--- config.mk ---
export PLATFORM = sky130hd
export DESIGN_NAME = mux8_rr_arbiter
export DESIGN_NICKNAME = d
export VERILOG_FILES = /design/src/rtl/mux8_rr_arbiter_pkg.sv /design/src/rtl/mux8.sv /design/src/rtl/mux8_rr_arbiter_rr_pick8.sv /design/src/rtl/mux8_rr_arbiter.sv
export SDC_FILE = /design/constraint.sdc
export NUM_CORES = 1
export LEC_CHECK = 0
export BUFFER_PORTS_ARGS = -buffer_cell sky130_fd_sc_hd__buf_2
export CORE_AREA = 2 2 54 56
export CTS_CLUSTER_DIAMETER = 100
export DETAILED_ROUTE_END_ITERATION = 12
export DIE_AREA = 0 0 56 58
export HOLD_SLACK_MARGIN = 0.15
export PLACE_DENSITY_LB_ADDON = 0.15
export SLEW_MARGIN = 40
export SYNTH_ARGS = -nofsm -noshare
export SYNTH_HDL_FRONTEND = slang
export SYNTH_HIERARCHICAL = 1
export SYNTH_SLANG_ARGS = --single-unit
--- constraint.sdc ---
create_clock -name clk -period 7.3 [get_ports clk]
set_input_delay 0.365 -clock clk [delete_from_list [all_inputs] [get_ports clk]]
set_output_delay 0.365 -clock clk [all_outputs]
set_load 0.005 [all_outputs]
--- src/rtl/mux8_rr_arbiter_pkg.sv ---
// mux8_rr_arbiter_pkg: shared widths and FSM encoding for the round-robin mux8 arbiter.
package mux8_rr_arbiter_pkg;
    localparam int N_REQ = 8;
    localparam int IDX_W = 3;
    typedef enum logic {ARB_IDLE = 1'b0, ARB_GRANT = 1'b1} arb_state_e;
endpackage

--- src/rtl/mux8.sv ---
// mux8: 8:1 single-bit multiplexer.
module mux8 (
    input  logic [7:0] d,
    input  logic [2:0] sel,
    output logic       y
);
    assign y = d[sel];
endmodule

--- src/rtl/mux8_rr_arbiter_rr_pick8.sv ---
// rr_pick8: first set request at or after ptr (rotate, priority-encode, unrotate).
module rr_pick8
    import mux8_rr_arbiter_pkg::*;
(
    input  logic [N_REQ-1:0] req,
    input  logic [IDX_W-1:0] ptr,
    output logic             any,
    output logic [IDX_W-1:0] idx
);
    logic [N_REQ-1:0] rot;
    logic [IDX_W-1:0] off;
    always_comb begin
        rot = N_REQ'({req, req} >> ptr);
        off = '0;
        for (int i = N_REQ - 1; i >= 0; i--) off = rot[i] ? IDX_W'(i) : off;
    end
    assign any = |req;
    assign idx = ptr + off;
endmodule

--- src/rtl/mux8_rr_arbiter.sv ---
// mux8_rr_arbiter: 8-way round-robin owner of a mux8 select; holds until the owner drops req.
// Define ARB_TIMEOUT_EN to force release after TIMEOUT_CYCLES grant cycles.
module mux8_rr_arbiter
    import mux8_rr_arbiter_pkg::*;
#(
    parameter logic [IDX_W-1:0] RESET_PTR      = 3'd0,
    parameter logic [7:0]       TIMEOUT_CYCLES = 8'd16
) (
    input  logic             clk,
    input  logic             rst,
    input  logic [N_REQ-1:0] req,
    input  logic [N_REQ-1:0] data_in,
    output logic [N_REQ-1:0] gnt,
    output logic [IDX_W-1:0] select,
    output logic             valid,
    output logic             data_out,
    output logic             timeout
);
    if (TIMEOUT_CYCLES == 8'd0) begin : g_bad_timeout
        $error("TIMEOUT_CYCLES must be 1..255");
    end
    arb_state_e       state_q, state_d;
    logic [N_REQ-1:0] gnt_q, gnt_d;
    logic [IDX_W-1:0] sel_q, sel_d, ptr_q, ptr_d, pick_idx;
    logic             valid_q, valid_d, pick_any, mux_y;
`ifdef ARB_TIMEOUT_EN
    logic [7:0] cnt_q, cnt_d;
    logic       timeout_q, timeout_d;
`endif
    rr_pick8 u_pick (.req(req), .ptr(ptr_q), .any(pick_any), .idx(pick_idx));
    mux8 u_mux (.d(data_in), .sel(sel_q), .y(mux_y));
    always_comb begin
        state_d = state_q;
        gnt_d   = gnt_q;
        sel_d   = sel_q;
        valid_d = valid_q;
        ptr_d   = ptr_q;
`ifdef ARB_TIMEOUT_EN
        cnt_d     = cnt_q;
        timeout_d = 1'b0;
`endif
        if (state_q == ARB_IDLE) begin
            if (pick_any) begin
                state_d = ARB_GRANT;
                gnt_d   = N_REQ'(1) << pick_idx;
                sel_d   = pick_idx;
                valid_d = 1'b1;
                ptr_d   = pick_idx + 3'd1;
`ifdef ARB_TIMEOUT_EN
                cnt_d   = '0;
`endif
            end
        end else if (!req[sel_q]) begin
            state_d = ARB_IDLE;
            gnt_d   = '0;
            valid_d = 1'b0;
        end
`ifdef ARB_TIMEOUT_EN
        // ptr already points past the owner, so a forced release sends it to the back
        else if (cnt_q == TIMEOUT_CYCLES - 8'd1) begin
            state_d   = ARB_IDLE;
            gnt_d     = '0;
            valid_d   = 1'b0;
            timeout_d = 1'b1;
        end else begin
            cnt_d = cnt_q + 8'd1;
        end
`endif
    end
    always_ff @(posedge clk or posedge rst) begin
        if (rst) begin
            state_q <= ARB_IDLE;
            gnt_q   <= '0;
            sel_q   <= '0;
            valid_q <= 1'b0;
            ptr_q   <= RESET_PTR;
        end else begin
            state_q <= state_d;
            gnt_q   <= gnt_d;
            sel_q   <= sel_d;
            valid_q <= valid_d;
            ptr_q   <= ptr_d;
        end
    end
`ifdef ARB_TIMEOUT_EN
    always_ff @(posedge clk or posedge rst) begin
        if (rst) begin
            cnt_q     <= '0;
            timeout_q <= 1'b0;
        end else begin
            cnt_q     <= cnt_d;
            timeout_q <= timeout_d;
        end
    end
    assign timeout = timeout_q;
`else
    assign timeout = 1'b0;
`endif
    assign gnt      = gnt_q;
    assign select   = sel_q;
    assign valid    = valid_q;
    assign data_out = mux_y & valid_q;
endmodule

---- Yosys cells after proc, flatten, opt, wreduce, memory -nomap -nowiden ----
Cells that the tools add are included.
operators by class
  $add $sub $neg .......................... 2
  order comparisons ....................... 1
  equality and inequality tests ........... 1
  shift operators ......................... 2
  muxes and demuxes ....................... 21
  bitwise operators ....................... 2
  reduce and logical (&&, ||, !) cells .... 4
operators with widths
  cell                                                                   number
  3-bit two-way mux                                                      8
  8-bit two-way mux                                                      3
  16-bit by 3-bit right shift with 8-bit output                          1
  1-bit two-way mux                                                      8
  8-bit OR reduction                                                     1
  1-bit by 3-bit << shifter with 8-bit output (first input constant)     1
  1-bit binary-select mux with 3-bit select                              2
  3-bit by 4-bit < comparator with 1-bit output (second input constant)  1
  2-bit AND reduction                                                    2
  3-bit by 1-bit adder with 3-bit output (second input constant)         1
  3-bit adder                                                            1
  2-bit inequality test (second input constant)                          1
  2-bit nonzero test                                                     1
  1-bit bitwise AND                                                      1
  1-bit inverter                                                         1
storage, ports and cells
  flip-flop bits (word level) ............. 16
  input bits .............................. 18
  output and inout port bits .............. 14
  word-level logic and storage cells ...... 38

---- Logic depth before layout (Yosys ltp) ----
Gate-level depths: netlist of run 1.
  depth in word-level cells ............... 13
  mapped depth ............................ 15
  depth with buffers taken out ............ 14

---- Modules after synthesis ----
The synthesis of run 1 kept the hierarchy.
modules (own cells, without submodules)
  module           times used  cells an instance  area an instance (µm²)  sequential area each (µm²)
  mux8_rr_arbiter  1           92                 888.4                   400.4
  rr_pick8         1           50                 519.2                   0.0
  mux8             1           3                  63.8                    0.0

---- Worst setup path after synthesis of run 1 ----
OpenSTA, ideal clock, no wires.
  kind .................................... register -> register
  start ................................... register ptr_q[0]
  end ..................................... register gnt_q[3] (netlist: gnt[3])
  setup time .............................. 136 ps
  arrival time ............................ 3340 ps
  data required time ...................... 7164 ps
  slack ................................... 3825 ps
  stages on the path, launching flop included .. 16
  buffers on the path ..................... 1
  period minus slack after synthesis ...... 3475 ps
  cell sequence ........................... dfrtp_1 buf_6 mux4_1 mux2i_1 o311ai_0 a21bo_2 a31oi_1 ha_1 inv_1 fa_1 xnor2_1 xnor2_1 inv_1 ha_1 mux2i_1 o22ai_1
on the way
  cells in the longest elaborated chain, start to end .. 13
ends and longest elaborated chain
  element                                          RTL line                        RTL
  start: declaration                               mux8_rr_arbiter.sv:24           logic [IDX_W-1:0] sel_q, sel_d, ptr_q, ptr_d, pick_idx;
  start signal: assignment                         mux8_rr_arbiter.sv:82           ptr_q <= ptr_d;
  16-bit by 3-bit right shift with 8-bit output    mux8_rr_arbiter_rr_pick8.sv:13  rot = N_REQ'({req, req} >> ptr);
  3-bit two-way mux (8 in a row)                   mux8_rr_arbiter_rr_pick8.sv:15  for (int i = N_REQ - 1; i >= 0; i--) off = rot[i] ? IDX_W'(i) : off;
  3-bit adder (*)                                  mux8_rr_arbiter_rr_pick8.sv:18  assign idx = ptr + off;
  named net pick_idx[2]                            mux8_rr_arbiter.sv:24
  1-bit by 3-bit << shifter with 8-bit output (*)  mux8_rr_arbiter.sv:45           gnt_d = N_REQ'(1) << pick_idx;
  8-bit two-way mux (*)                            mux8_rr_arbiter.sv:43           if (pick_any) begin
  8-bit two-way mux (*)                            mux8_rr_arbiter.sv:42           if (state_q == ARB_IDLE) begin
  end signal: assignment                           mux8_rr_arbiter.sv:79           gnt_q <= gnt_d;
  end: declaration                                 mux8_rr_arbiter.sv:23           logic [N_REQ-1:0] gnt_q, gnt_d;
Mark *: on every way through the listed nets, which the timed path passes. The rest lies on a longest branch. The select of a mux whose other input is x is not followed.
A chain may end at the register's enable or synchronous reset.

---- Final worst setup path of run 1 ----
Same ends and word-level chain as after synthesis.

==> metrics.yaml, run 1 <==
io_pins: 32
grt_pass1_vias: 1193
cts_buffers: 3
relSlewSlack_pct: 59.1
nNetsFinal: 198
finalSetupViolations: 0
syn_inst: 145
syn_nets: 171
tightest_slew_ns: 0.613
cts_root_buffer: "clkbuf_4"
die_x_um: 56
finalHoldViolations: 0
grt_max_degree: 18
drc_errors: 0
r2r_slack_ns: 3.31
antenna_found_initial: 0
dp_hpwl_um: 2490
place_inst: 197
period_share_pct: 54.6
clk_path_buf_depth: 2
core_area_sq_um: 2660
crit_required_ns: 7.47
ys_types: 41
setup-tns-final_ns: 0
yosys_warnings: 6
drt-pass1-iter-count: 4
htree_num_levels: 1
criticalPathCategory: "reg2reg"
post_drt_wl_per_cell_um: 16.4
postRouteAntennaNets: 0
path_clk_slew_ns: 0.10
grt_util_all_layers_pct: 22.0
skew_ns: 0.00249
clock_latency_ns: 0.29
synth_edf_count: 0
synthFlopType: "dfrtp_1"
placementRows: 19
die_h_um: 58
synth-seq-area-share_pct: 27.2
syn_avg_cell_area_sq_um: 10.1
critPathMaxFanout: 12
syn-cell-area_sq_um: 1470
cp_cell_sequence: "mux4_1 -> mux2i_1 -> o311ai_0 -> a21bo_2 -> a31oi_1 -> ha_1 -> inv_1 -> fa_1 -> xnor2_1 -> xnor2_1 -> inv_1 -> ha_1 -> mux2i_1 -> o22ai_1"
start_kind: "flip-flop"
grt_pass1_wl_um: 5580
instances_no_fill: 202
cp-end-kind: "flip-flop"
max_stage_delay_ns: 0.65
fin_ws_ns: 3.31
synth-async-reset-ratio_pct: 100
pre_cts_ws_ns: 3.34
hold_class: "reg2reg"
fmax_mhz: 251
routed-via-count: 1218
die_area_sq_um: 3250
finalWirelength_um: 3310
yosys_register_bits: 16
syn_to_final_growth_pct: 12.1
outcome: "complete, no violations"
clkSinkCount: 16
cp_slowest_cell: "dfrtp_1"
cts_tree: "yes"
overflow: 0
avgViaCountPerCell: 6.03
path_buf_inv: 2
peakVddDrop_mv: 0.357
post_cts_resize_count: 0
cp_top_family: "multiplexers"
fill_cells: 222
report.final.slew_viol_count: 0
powerDensity_nw_per_um2: 499
drive_gt1_share_pct: 26.9
worst_ep_arrival_time_ns: 4.16
leakage_nw: 0.783
portBuffers: 30
antennaDiodeCount: 0
routabilityCongestion: 0.783
rsz0062_at_grt: "false"
drv_cap: 0
start_util_pct: 55.3
fin_crit_ns: 3.99
first_iter_violations: 55
-- worst paths after layout --
check / cells after the start / end / start
max: 14 / gnt[3] / ptr_q[0]
min: 2 / valid / valid
max reg2reg: 14 / gnt[3] / ptr_q[0]
min reg2reg: 2 / valid / valid
max in group asynchronous: 3 / gnt[2] / rst
min in group asynchronous: 3 / state_q / rst
-- Yosys cell counts (all sizes together) (2+ instances only) --
master	n	area share (%)
and2	2	0.85
clkbuf	2	0.51
buf	7	3.4
mux2i	10	6.8
nor4	2	0.85
mux2	5	4.1
nor2	5	1.3
a21oi	2	0.94
a31oi	5	2.1
inv	10	2.6
a32oi	2	1.2
o21ai	9	3.8
o22ai	5	2.1
mux4	9	16
dfrtp	16	27
nor2b	5	2.1
nand3b	2	1.0
xnor2	2	1.2
nand2	22	5.6
o211ai	2	1.0
ha	7	6.0
-- repair_timing --
action / in CTS / in global routing
setup buffers: 0 / 0
hold buffers: 1 / 0
hold endpoints to repair: 7 / 0
-- area by class of cell --
| class | instances | area (sq um) | area share (%) |
|---|---|---|---|
| clock buffer | 4 | 36.3 | 2.20 |
| inverter | 10 | 37.5 | 2.28 |
| multi-input combinational | 110 | 976 | 59.2 |
| sequential | 16 | 400 | 24.3 |
| tap | 31 | 38.8 | 2.35 |
| timing repair buffer | 31 | 160 | 9.71 |
-- report_power, final --
part / internal (mW) / leakage (nW) / switching [mW]
Sequential: 0.122 / 0.205 / 0.0714
Combinational: 0.265 / 0.557 / 0.303
Clock: 0.0304 / 0.0210 / 0.0310
-- through the flow --
stage	instance area, sq um	total power [mW]	util (%)	hold slack, ns
after global placement	1600	0.733	60.2	0.451
after CTS	1650	0.823	61.9	0.546
after floorplan	1470	0.632	-	0.279
after detailed placement	1600	0.756	60.2	0.475
final	1650	0.823	61.9	0.544
after global routing	1650	0.899	61.9	0.569
-- tightest hold or removal path: cells and delay by family, from the launching register on --
family,cells,cell delay (ns)
AO/OA/AOI/OAI,1,0.08
flip-flops,1,0.37
AND/OR/NAND/NOR,1,0.06
-- layout by cell type, fill, tap and decap left out, types with 2 or more instances in the layout --
cell type and instances:
a32oi_1 2, xnor2_1 2, and2_1 2, mux2_2 4, inv_1 10, nor4_1 2, mux4_1 9, nor2_1 5
a31oi_1 5, ha_1 7, nand2_1 22, nor2b_1 5, clkbuf_4 3, o22ai_1 5, o211ai_1 2, o21ai_2 3
mux2i_1 10, o21ai_0 5, buf_2 30, nand3b_1 2, dfrtp_1 16
-- logic make-up (layout without fill, tap and decap cells) --
kind of cell / after synthesis / in the layout / share of synthesized area, %
muxes: 24 / 24 / 27.0
and+or+nand+nor: 42 / 42 / 14.4
DFF: 16 / 16 / 27.2
adders and majority gates: 8 / 8 / 7.31
other: 1 / 1 / 0.255
buffers and inverters: 19 / 45 / 6.46
xor gates and xnor gates: 2 / 2 / 1.19
AOI/OAI and AO/OA: 33 / 33 / 16.2
-- per-layer routing --
metal	up-vias	share of wire [%]	wire, um	GRT usage, %
li1	591	-	-	-
met1	586	44	1450	27.3
met2	37	51	1690	40.2
met3	4	3.9	129	2.23
met4	0	1.2	41	7.48
met5	-	0	0	0
-- flip-flops by register name, summed over array words and instances, names as in the netlist --
register / count
state_q: 1
ptr_q: 3
select: 3
gnt: 8
valid: 1
No activity file was read; power rests on OpenSTA's default activity.
==> run 2: changes to the inputs <==
CORE_AREA = 2 2 58 60   (was 2 2 54 56)
DIE_AREA = 0 0 60 62   (was 0 0 56 58)
clock period = 3.4 ns   (was 7.3 ns; I/O delays follow)
==> run 2 against run 1 <==
  * Non-clock buffer count is 9 higher
  * Total power increased to 2.6 times the previous value
  * Highest routed layer unchanged
  * Routed wire length rose by 1.1%
  * Utilization is 4.7 points lower
==> metrics.yaml, run 2 (synthesis results as in run 1) <==
max_stage_delay_ns: 0.60
seq_area_sq_um: 402
cp.depth: 14
finalHoldViolations: 0
crit_required_ns: 3.57
tightest_slew_ns: 0.593
leakage_nw: 0.826
grt_util_all_layers_pct: 19.3
htree_num_levels: 1
peakVddDrop_mv: 0.528
multi_input_area_sq_um: 1050
overflow: 0
clock_latency_ns: 0.30
cts_buffers: 3
grt_max_degree: 18
core_area_sq_um: 3180
r2r_cells: 14
grt_pass1_wl_um: 5330
path_clk_slew_ns: 0.09
largest_reg_flops: 8
relSlewSlack_pct: 60.4
powerDensity_nw_per_um2: 1170
fmax_mhz: 300
antennaDiodeCount: 0
drive_gt1_share_pct: 40.6
drc_errors: 0
finalSetupViolations: 0
finalWirelength_um: 3350
path_buf_inv: 2
post_drt_wl_per_cell_um: 14.8
report.final.slew_viol_count: 0
placementRows: 21
start_kind: "flip-flop"
skew_ns: 0.00245
dp_hpwl_um: 2490
antenna_found_initial: 0
fill_cells: 292
cp-end-kind: "flip-flop"
clkSinkCount: 16
hold_class: "in2async"
portBuffers: 30
die_x_um: 60
die_area_sq_um: 3720
finish.utilization_pct: 57.3
cp_cell_sequence: "mux4_2 -> mux2i_4 -> o311ai_2 -> a21bo_2 -> a31oi_4 -> ha_2 -> inv_2 -> fa_2 -> xnor2_2 -> xnor2_1 -> inv_1 -> ha_2 -> mux2i_1 -> o22ai_1"
postRouteAntennaNets: 0
fin_crit_ns: 3.33
place_inst: 219
crit_path_frequent_cell: "ha_2"
first_iter_violations: 73
cts_tree: "yes"
io_pins: 32
clk_path_buf_depth: 2
period_share_pct: 98.0
routed-via-count: 1226
grt_pass1_vias: 1155
layout_common_cells: "buf_2, nand2_1, dfrtp_1"
outcome: "complete, no violations"
die_h_um: 62
cts_root_buffer: "clkbuf_4"
critPathMaxFanout: 7
instances_no_fill: 226
rsz0062_at_grt: "true"
drt-pass1-iter-count: 4
layout_commonest_cell: "buf_2"
drv_cap: 0
worst_ep_arrival_time_ns: 3.50
cp_top_family: "multiplexers"
criticalPathCategory: "reg2reg"
routabilityCongestion: 0.925
syn_to_final_growth_pct: 23.7
power.total_mw: 2.12
cp_slowest_cell: "mux4_2"
start_util_pct: 46.3
fin_ws_ns: 0.0680
avgViaCountPerCell: 5.42
nNetsFinal: 207
pre_cts_ws_ns: 0.00261
[run 2: changes by cell type in the layout (fill, tap and decap cells not counted), moves of 2 or more]
| cell | change |
|---|---|
| inv_2 | +2 |
| mux4_1 | -3 |
| buf_6 | +2 |
| mux2i_4 | +2 |
| mux4_2 | +3 |
| buf_4 | +7 |
| inv_1 | -2 |
| ha_2 | +2 |
| a31oi_2 | +2 |
| a31oi_1 | -3 |
| ha_1 | -2 |
| mux2i_1 | -2 |
[run 2: final timing paths]
path                       slack (ns)  startpoint       end
max                              0.07    ptr_q[0]    gnt[3]
max in group asynchronous        2.52         rst  ptr_q[0]
max reg2reg                      0.07    ptr_q[0]    gnt[3]
min                              0.47         rst  ptr_q[0]
min reg2reg                      0.52      gnt[5]    gnt[5]
min in group clk                 0.52      gnt[5]    gnt[5]
[run 2: tightest hold or removal path, stage by stage]
cell	delay [ns]
dlygate4sd3_1	0.53
buf_2	0.12
inv_1	0.43
[run 2: cell type report]
type	count	area share, %
multi-input cells	110	57.8
inverters	10	2.06
well taps	46	3.16
repair buffers	40	12.9
clock buffers	4	1.99
flip-flops and latches	16	22.1
[run 2: per-layer routing]
layer / part of all wire, % / GRT usage, % / vias to the layer above
met4: 1.7 / 8.89 / 0
met5: 0 / 0 / -
li1: - / - / 608
met1: 44 / 25.3 / 586
met3: 2.4 / 1.24 / 6
met2: 52 / 32.9 / 26
[run 2: through the flow]
stage | area (sq um) | TNS, ns | hold slack, ns
after floorplan | 1470 | 0 | 0.0837
after global routing | 1820 | -0.397 | 0.559
after detailed placement | 1670 | 0 | 0.269
after global placement | 1670 | 0 | 0.259
after CTS | 1720 | 0 | 0.484
final | 1820 | 0 | 0.469
[run 2: what timing repair did]
action                                  in CTS  in global routing
pin swaps                                    0                  8
cloned                                       0                  0
buffers inserted                             0                  2
endpoints found under the setup margin       2                 10
gates resized for setup                      1                 21
hold endpoints to repair                    16                  0
hold buffers                                 1                  0
[run 2: power by group]
| part | internal [mW] | switching [mW] |
|---|---|---|
| clock network | 0.0654 | 0.0633 |
| registers | 0.264 | 0.115 |
| logic | 0.795 | 0.818 |
